### config.mk
export PLATFORM = sky130hd
export DESIGN_NAME = ex_mem_skid
export DESIGN_NICKNAME = d
export VERILOG_FILES = /design/src/rtl/ex_pkg.sv /design/src/rtl/skid_buffer2.sv /design/src/rtl/ex_mem_skid.sv
export SDC_FILE = /design/constraint.sdc
export NUM_CORES = 1
export LEC_CHECK = 0
export BUFFER_PORTS_ARGS = -buffer_cell sky130_fd_sc_hd__buf_2
export CELL_PAD_IN_SITES_DETAIL_PLACEMENT = 0
export CELL_PAD_IN_SITES_GLOBAL_PLACEMENT = 2
export CORE_MARGIN = 2
export CORE_UTILIZATION = 35
export CTS_BUF_LIST = sky130_fd_sc_hd__clkbuf_4
export DETAILED_ROUTE_END_ITERATION = 10
export PLACE_DENSITY = 0.9
export SLEW_MARGIN = 20
export SYNTH_ARGS = -nofsm -noshare
export SYNTH_HDL_FRONTEND = slang
export SYNTH_SLANG_ARGS = --single-unit
### constraint.sdc
create_clock -name clk -period 5.6 [get_ports clk]
set_clock_uncertainty 0.15 [all_clocks]
set_input_delay 1.12 -clock clk [delete_from_list [all_inputs] [get_ports clk]]
set_output_delay 1.12 -clock clk [all_outputs]
set_load 0.05 [all_outputs]
### src/rtl/ex_pkg.sv
// Shared EX-stage definitions: branch condition encodings, buffered entry layout
// and the branch-condition evaluator used by ex_mem_skid.
package ex_pkg;

  localparam int EX_XLEN = 32;
  localparam int EX_RD_W = 5;

  localparam logic [2:0] BR_BEQ  = 3'b000;
  localparam logic [2:0] BR_BNE  = 3'b001;
  localparam logic [2:0] BR_BLT  = 3'b100;
  localparam logic [2:0] BR_BGE  = 3'b101;
  localparam logic [2:0] BR_BLTU = 3'b110;
  localparam logic [2:0] BR_BGEU = 3'b111;

  typedef struct packed {
    logic [EX_XLEN-1:0] result;
    logic [EX_RD_W-1:0] rd;
    logic               wen;
  } ex_entry_t;

  // Signedness is already folded into the ALU's less flag, so BLT/BLTU share logic.
  function automatic logic br_taken(input logic [2:0] funct3, input logic less,
                                    input logic zero);
    case (funct3)
      BR_BEQ:  return zero;
      BR_BNE:  return ~zero;
      BR_BLT:  return less;
      BR_BGE:  return ~less;
      BR_BLTU: return less;
      BR_BGEU: return ~less;
      default: return 1'b0;
    endcase
  endfunction

endpackage

### src/rtl/skid_buffer2.sv
// Generic two-slot valid/ready skid buffer; i_ready/o_ready depends only on
// registered state, so there is no combinational ready path through the buffer.
module skid_buffer2 #(
  parameter int W = 8
) (
  input  logic         clk,
  input  logic         rst,
  input  logic         i_flush,
  input  logic         i_valid,
  output logic         o_ready,
  input  logic [W-1:0] i_data,
  output logic         o_valid,
  input  logic         i_ready,
  output logic [W-1:0] o_data
);

  logic         r_main_v;
  logic [W-1:0] r_main_d;
  logic         r_skid_v;
  logic [W-1:0] r_skid_d;
  logic         w_push;
  logic         w_pop;

  assign o_ready = ~r_skid_v;
  assign o_valid = r_main_v;
  assign o_data  = r_main_d;
  assign w_push  = i_valid & ~r_skid_v & ~i_flush;
  assign w_pop   = r_main_v & i_ready;

  always_ff @(posedge clk or posedge rst) begin
    if (rst) begin
      r_main_v <= 1'b0;
      r_main_d <= '0;
      r_skid_v <= 1'b0;
      r_skid_d <= '0;
    end else if (i_flush) begin
      r_main_v <= 1'b0;
      r_skid_v <= 1'b0;
    end else if (!r_main_v || w_pop) begin
      // Skid full implies o_ready was low, so no push can coincide with the refill.
      if (r_skid_v) begin
        r_main_d <= r_skid_d;
        r_main_v <= 1'b1;
        r_skid_v <= 1'b0;
      end else begin
        r_main_v <= w_push;
        if (w_push) r_main_d <= i_data;
      end
    end else if (w_push) begin
      r_skid_d <= i_data;
      r_skid_v <= 1'b1;
    end
  end

endmodule

### src/rtl/ex_mem_skid.sv
// EX->MEM skid stage with branch resolution and a registered one-cycle redirect.
// Optional EX operand bypass ports are enabled by defining EX_MEM_FORWARD_EN.
module ex_mem_skid
  import ex_pkg::*;
#(
  parameter int XLEN = 32,
  parameter int RD_W = 5
) (
  input  logic            clk,
  input  logic            rst,
  input  logic            flush,
  input  logic            in_valid,
  output logic            in_ready,
  input  logic [XLEN-1:0] in_result,
  input  logic            in_less,
  input  logic            in_zero,
  input  logic            in_is_branch,
  input  logic [2:0]      in_funct3,
  input  logic [XLEN-1:0] in_pc,
  input  logic [XLEN-1:0] in_imm,
  input  logic [RD_W-1:0] in_rd,
  input  logic            in_wen,
  output logic            out_valid,
  input  logic            out_ready,
  output logic [XLEN-1:0] out_result,
  output logic [RD_W-1:0] out_rd,
  output logic            out_wen,
  output logic            redirect_valid,
  output logic [XLEN-1:0] redirect_pc
`ifdef EX_MEM_FORWARD_EN
  ,
  output logic            fwd_valid,
  output logic [RD_W-1:0] fwd_rd,
  output logic [XLEN-1:0] fwd_result
`endif
);

  localparam int PW = XLEN + RD_W + 1;

  logic            w_accept;
  logic            w_taken;
  logic [XLEN-1:0] w_target;
  logic [PW-1:0]   w_in_data;
  logic [PW-1:0]   w_out_data;
  logic            r_redirect_valid;
  logic [XLEN-1:0] r_redirect_pc;

  assign w_accept  = in_valid & in_ready & ~flush;
  assign w_taken   = in_is_branch & br_taken(in_funct3, in_less, in_zero);
  assign w_target  = in_pc + in_imm;
  assign w_in_data = {in_result, in_rd, in_wen & ~in_is_branch};

  skid_buffer2 #(.W(PW)) u_skid (
    .clk     (clk),
    .rst     (rst),
    .i_flush (flush),
    .i_valid (in_valid),
    .o_ready (in_ready),
    .i_data  (w_in_data),
    .o_valid (out_valid),
    .i_ready (out_ready),
    .o_data  (w_out_data)
  );

  assign {out_result, out_rd, out_wen} = w_out_data;

  always_ff @(posedge clk or posedge rst) begin
    if (rst) begin
      r_redirect_valid <= 1'b0;
      r_redirect_pc    <= '0;
    end else begin
      r_redirect_valid <= w_accept & w_taken;
      if (w_accept && w_taken) r_redirect_pc <= w_target;
    end
  end

  assign redirect_valid = r_redirect_valid;
  assign redirect_pc    = r_redirect_pc;

`ifdef EX_MEM_FORWARD_EN
  assign fwd_valid  = out_valid & out_wen;
  assign fwd_rd     = out_rd;
  assign fwd_result = out_result;
`endif

endmodule

Word-level counts from Yosys, hierarchy flattened
Index checks and enable logic that the tools add are counted.
Operators by class
  $add $sub $neg: 1
  bitwise logic cells: 12
  mux-type cells: 9
  eq/ne operators: 5
  reduce and logical (&&, ||, !) cells: 11
Operators by type and width (number)
  $mux 38: 2
  $add 32x32->32: 1
  $eq 3x3->1 const B: 4
  $and 1x1->1: 6
  $mux 1: 6
  $not 1->1: 6
  $reduce_and 3->1: 2
  $pmux 1 s4: 1
  $reduce_bool 2->1: 2
  $reduce_or 2->1: 2
  $eq 3x1->1 const B: 1
  $logic_not 3->1: 1
  $reduce_bool 3->1: 1
  $logic_and 1x1->1: 1
  $logic_not 1->1: 1
  $logic_or 1x1->1: 1
Word-level totals
  logic and storage cells: 44
  bits in registers: 111
  input port bits: 113

Longest topological paths before layout
  depth in word-level cells: 6
  mapped depth: 10

By module
A second synthesis with hierarchy kept.
Unflattened totals
  cells, all modules: 583
  area, all modules: 6468.7 sq um
By module, submodules not included
  skid_buffer2: area each 3459.6 sq um, times used 1, cells each 213
  ex_mem_skid: area each 3009.1 sq um, times used 1, cells each 370

Worst setup path before layout
Ideal clock, no wire load.
  path kind: input -> register
  start: input in_pc[0]
  end: register r_redirect_pc[30], in the netlist redirect_pc[30]
  arrival: 3013 ps
  cell stages on the path: 10
  library setup time: 136 ps
  buffers on the path: 0
  path slack: 2302 ps
  path through: ha_1 -> fa_1 -> a21o_1 -> a221oi_2 -> or3b_1 -> nand3_1 -> a21oi_2 -> o21ai_2 -> a31oi_1 -> o21ai_0
Between the ends
  longest elaborated chain between the ends: 1
Ends and longest elaborated chain
  start: declaration: line ex_mem_skid.sv:19  | input logic [XLEN-1:0] in_pc,
  $add 32x32->32: line ex_mem_skid.sv:50  | assign w_target = in_pc + in_imm;
  end signal: assignment: line ex_mem_skid.sv:73  | if (w_accept && w_taken) r_redirect_pc <= w_target;
  end: declaration: line ex_mem_skid.sv:46  | logic [XLEN-1:0] r_redirect_pc;
No other way between the ends.
A chain may end at the register's enable or synchronous reset.

Worst setup path after layout
Same ends and word-level chain as after synthesis.

==> impl_metrics.ini <==
[layout]
nFillCells = 1726
diodes = 0
syn_to_final_growth_pct = 20.5
drive_gt1_frac = 0.325
layout.nets = 924

[timing]
fin_crit_sh = 0.576
report.final.hold_viol_count = 0
maxSlewViolCount = 0
worst_pin_slew_ns = 0.983
rsz0062_at_grt = no
finalSetupViolCount = 0
period_needed_ns = 3.23
maxSlewHeadroom = 0.342
max_clock_freq_mhz = 310
fin_hold_ws_ns = 0.346
fin_setup_tns_ns = 0

[clock_tree]
path_clk_slew_ns = 0.18
clock-root-buffer = clkbuf_4
cts_max_level = 3
ctsHoldBuffers = 0
cts_buffer_depth = 2
ctsResizeCount = 0
cts_setup_buffers = 0
clock_sinks = 111
cts_tree = built
insertion_delay_ns = 0.47
cts-buffers-inserted = 9

[power]
clock_power_share = 0.152
sequentialPowerShare = 0.437
cellInternalPower_uw = 1390
p_sw_frac = 0.448
leakagePower_uw = 0.00343
power.switching_uw = 1130
powerDensity_nw_per_um2 = 344
power_frac_comb = 0.411
peakVddDrop_mv = 0.167

[synthesis]
async_reset_ff_frac = 1.00
synth_edf_count = 0
ys_ff_latch = 111
seq_area_frac_synth = 0.456
syn_nets = 759
syn-cell-area_sq_um = 6100
ys.flop_type = dfrtp_1
synth_area_per_cell_sq_um = 9.93
yosysUniqueCellTypes = 55
syn_inst = 614
ys_warn_count = 0

[drt]
via_count = 5114
drt-pass1-iter-count = 5
first_iter_violations = 250
ant_nets = 0
vias_per_cell = 5.07
avgRoutedWirePerCell_microns = 15.5
drc = 0
drt-total-wl_microns = 15600

[place]
gp_congestion = 0.834
hpwl_microns = 11800
portBuffers = 185

[outcome]
status = finished, final reports clean

[global_routing]
grt_use_total = 0.166
grt_max_degree = 76
overflow = 0
first_global_vias = 4927
antenna_found_initial = 0
grt_first_pass_wirelength_microns = 24400

[setup_path]
path_buf_inv = 1
worst-path-max-fanout = 3
crit_required_ns = 5.82
slowest_stage = fa_1
max_stage_delay_ns = 0.40
cp.arrival_ns = 3.45
crit_path_start_kind = primary input
end_kind = flop
path_class = in -> reg
path_cells = buf_2 > ha_1 > fa_1 > a21o_1 > a221oi_2 > or3b_1 > nand3_1 > a21oi_2 > o21ai_2 > a31oi_1 > o21ai_0
critPathTopFamily = compound AO/OA/AOI/OAI gates

[floorplanning]
die_h_microns = 136
rows = 48
initial_core_util = 0.355
core_sq_um = 17200
die_x_microns = 136
die_area_sq_um = 18500
ios = 186

[run]
cap_violations = 0

[hold_path]
min_path_type = reg -> reg
[synth_stat cells (all sizes together), types with 2 or more instances]
master	instances	area share
buf	9	0.0057
and4	3	0.0043
inv	4	0.0025
ha	31	0.064
mux2i	37	0.061
nand3	9	0.0074
o21a	2	0.0025
mux2	38	0.070
nand4	9	0.0092
a221oi	2	0.0039
xnor2	13	0.019
a31oi	5	0.0051
clkbuf	26	0.016
o21ai	48	0.041
nor3	13	0.011
and3	7	0.0074
or3	3	0.0031
nor2b	3	0.0031
a211oi	2	0.0025
o31ai	4	0.0057
nor2	52	0.032
a21oi	74	0.062
nand2	55	0.034
nand2b	6	0.0062
a21o	11	0.014
and2	3	0.0031
xor2	15	0.022
dfrtp	111	0.46
a41oi	2	0.0029
[through the flow]
step / setup slack (ns) / util / cells / power, uW / area, sq um
after floorplan: 1.40 / - / 614 / 1870 / 6100
after global placement: 1.90 / 0.420 / 993 / 2140 / 7210
after detailed placement: 1.89 / 0.420 / 993 / 2160 / 7210
after CTS: 2.37 / 0.428 / 1009 / 2550 / 7340
after global routing: 2.15 / 0.428 / 1009 / 2680 / 7340
final: 2.37 / 0.428 / 1009 / 2520 / 7340
[power groups by stage]
stage / Combinational, uW / Sequential [uW] / Clock (uW)
finish: 1040 / 1100 / 384
global route: 1120 / 1130 / 435
CTS: 1050 / 1100 / 404
detailed placement: 1050 / 1120 / 0
global placement: 1030 / 1110 / 0
floorplan: 352 / 1510 / 0
[worst register-to-register path: stages, from the launching register on]
cell and delay [ns]:
dfrtp_2 0.42, buf_4 0.34, nor3b_1 0.40, nand3b_1 0.71, or4_1 0.75, a21oi_1 0.15, a41oi_1 0.06, o311ai_0 0.13
[path summary, 6_finish.rpt]
path	depth (start not counted)	startpoint	endpoint	slack, ns
min in group asynchronous	2	rst	u_skid.o_data[2]	0.66
setup reg to reg	7	u_skid.r_skid_v	redirect_pc[25]	2.41
hold / removal	2	redirect_pc[4]	redirect_pc[4]	0.35
max in group asynchronous	3	rst	u_skid.r_skid_v	3.54
hold reg to reg	2	redirect_pc[4]	redirect_pc[4]	0.35
setup / recovery	11	in_pc[0]	redirect_pc[30]	2.37
[cells by family (layout without fill, tap and decap cells)]
family                   Yosys count  in the layout  share of synthesized area
XOR/XNOR                          28             28                     0.0402
AND/OR/NAND/NOR                  168            168                      0.126
buffers and inverters             39            209                     0.0246
multiplexers                      75             75                      0.131
adder cells (fa/ha/maj)           32             32                     0.0669
AO/OA/AOI/OAI                    161            161                      0.155
flip-flops                       111            111                      0.456
[registers in the layout (all words and copies together) (netlist names)]
name	cells
redirect_pc	32
redirect_valid	1
u_skid.o_data	38
u_skid.o_valid	1
u_skid.r_skid_d	38
u_skid.r_skid_v	1
[layout make-up]
class | instances | area [sq um] | share of cell area
sequential | 111 | 2780 | 0.378
clock inverter | 7 | 66.3 | 0.00903
timing repair buffer | 189 | 956 | 0.130
inverter | 4 | 17.5 | 0.00239
tap | 225 | 282 | 0.0383
clock buffer | 9 | 67.6 | 0.00920
multi-input combinational | 464 | 3180 | 0.433
[layer usage]
metal,vias up,GRT usage,share of wire
met5,-,0,0
met4,0,0.0544,0.020
met3,18,0.0283,0.059
met2,156,0.274,0.47
met1,2412,0.223,0.46
li1,2528,-,-
[cell usage in the layout, fill, tap and decap left out, drive strengths merged, types with 13 or more instances in the layout]
cell,instances
dfrtp,111
a21oi,74
o21ai,48
nor3,13
nand2,55
nor2,52
ha,31
xor2,15
xnor2,13
mux2,38
buf,189
mux2i,37
(Power assumes the default switching activity.)
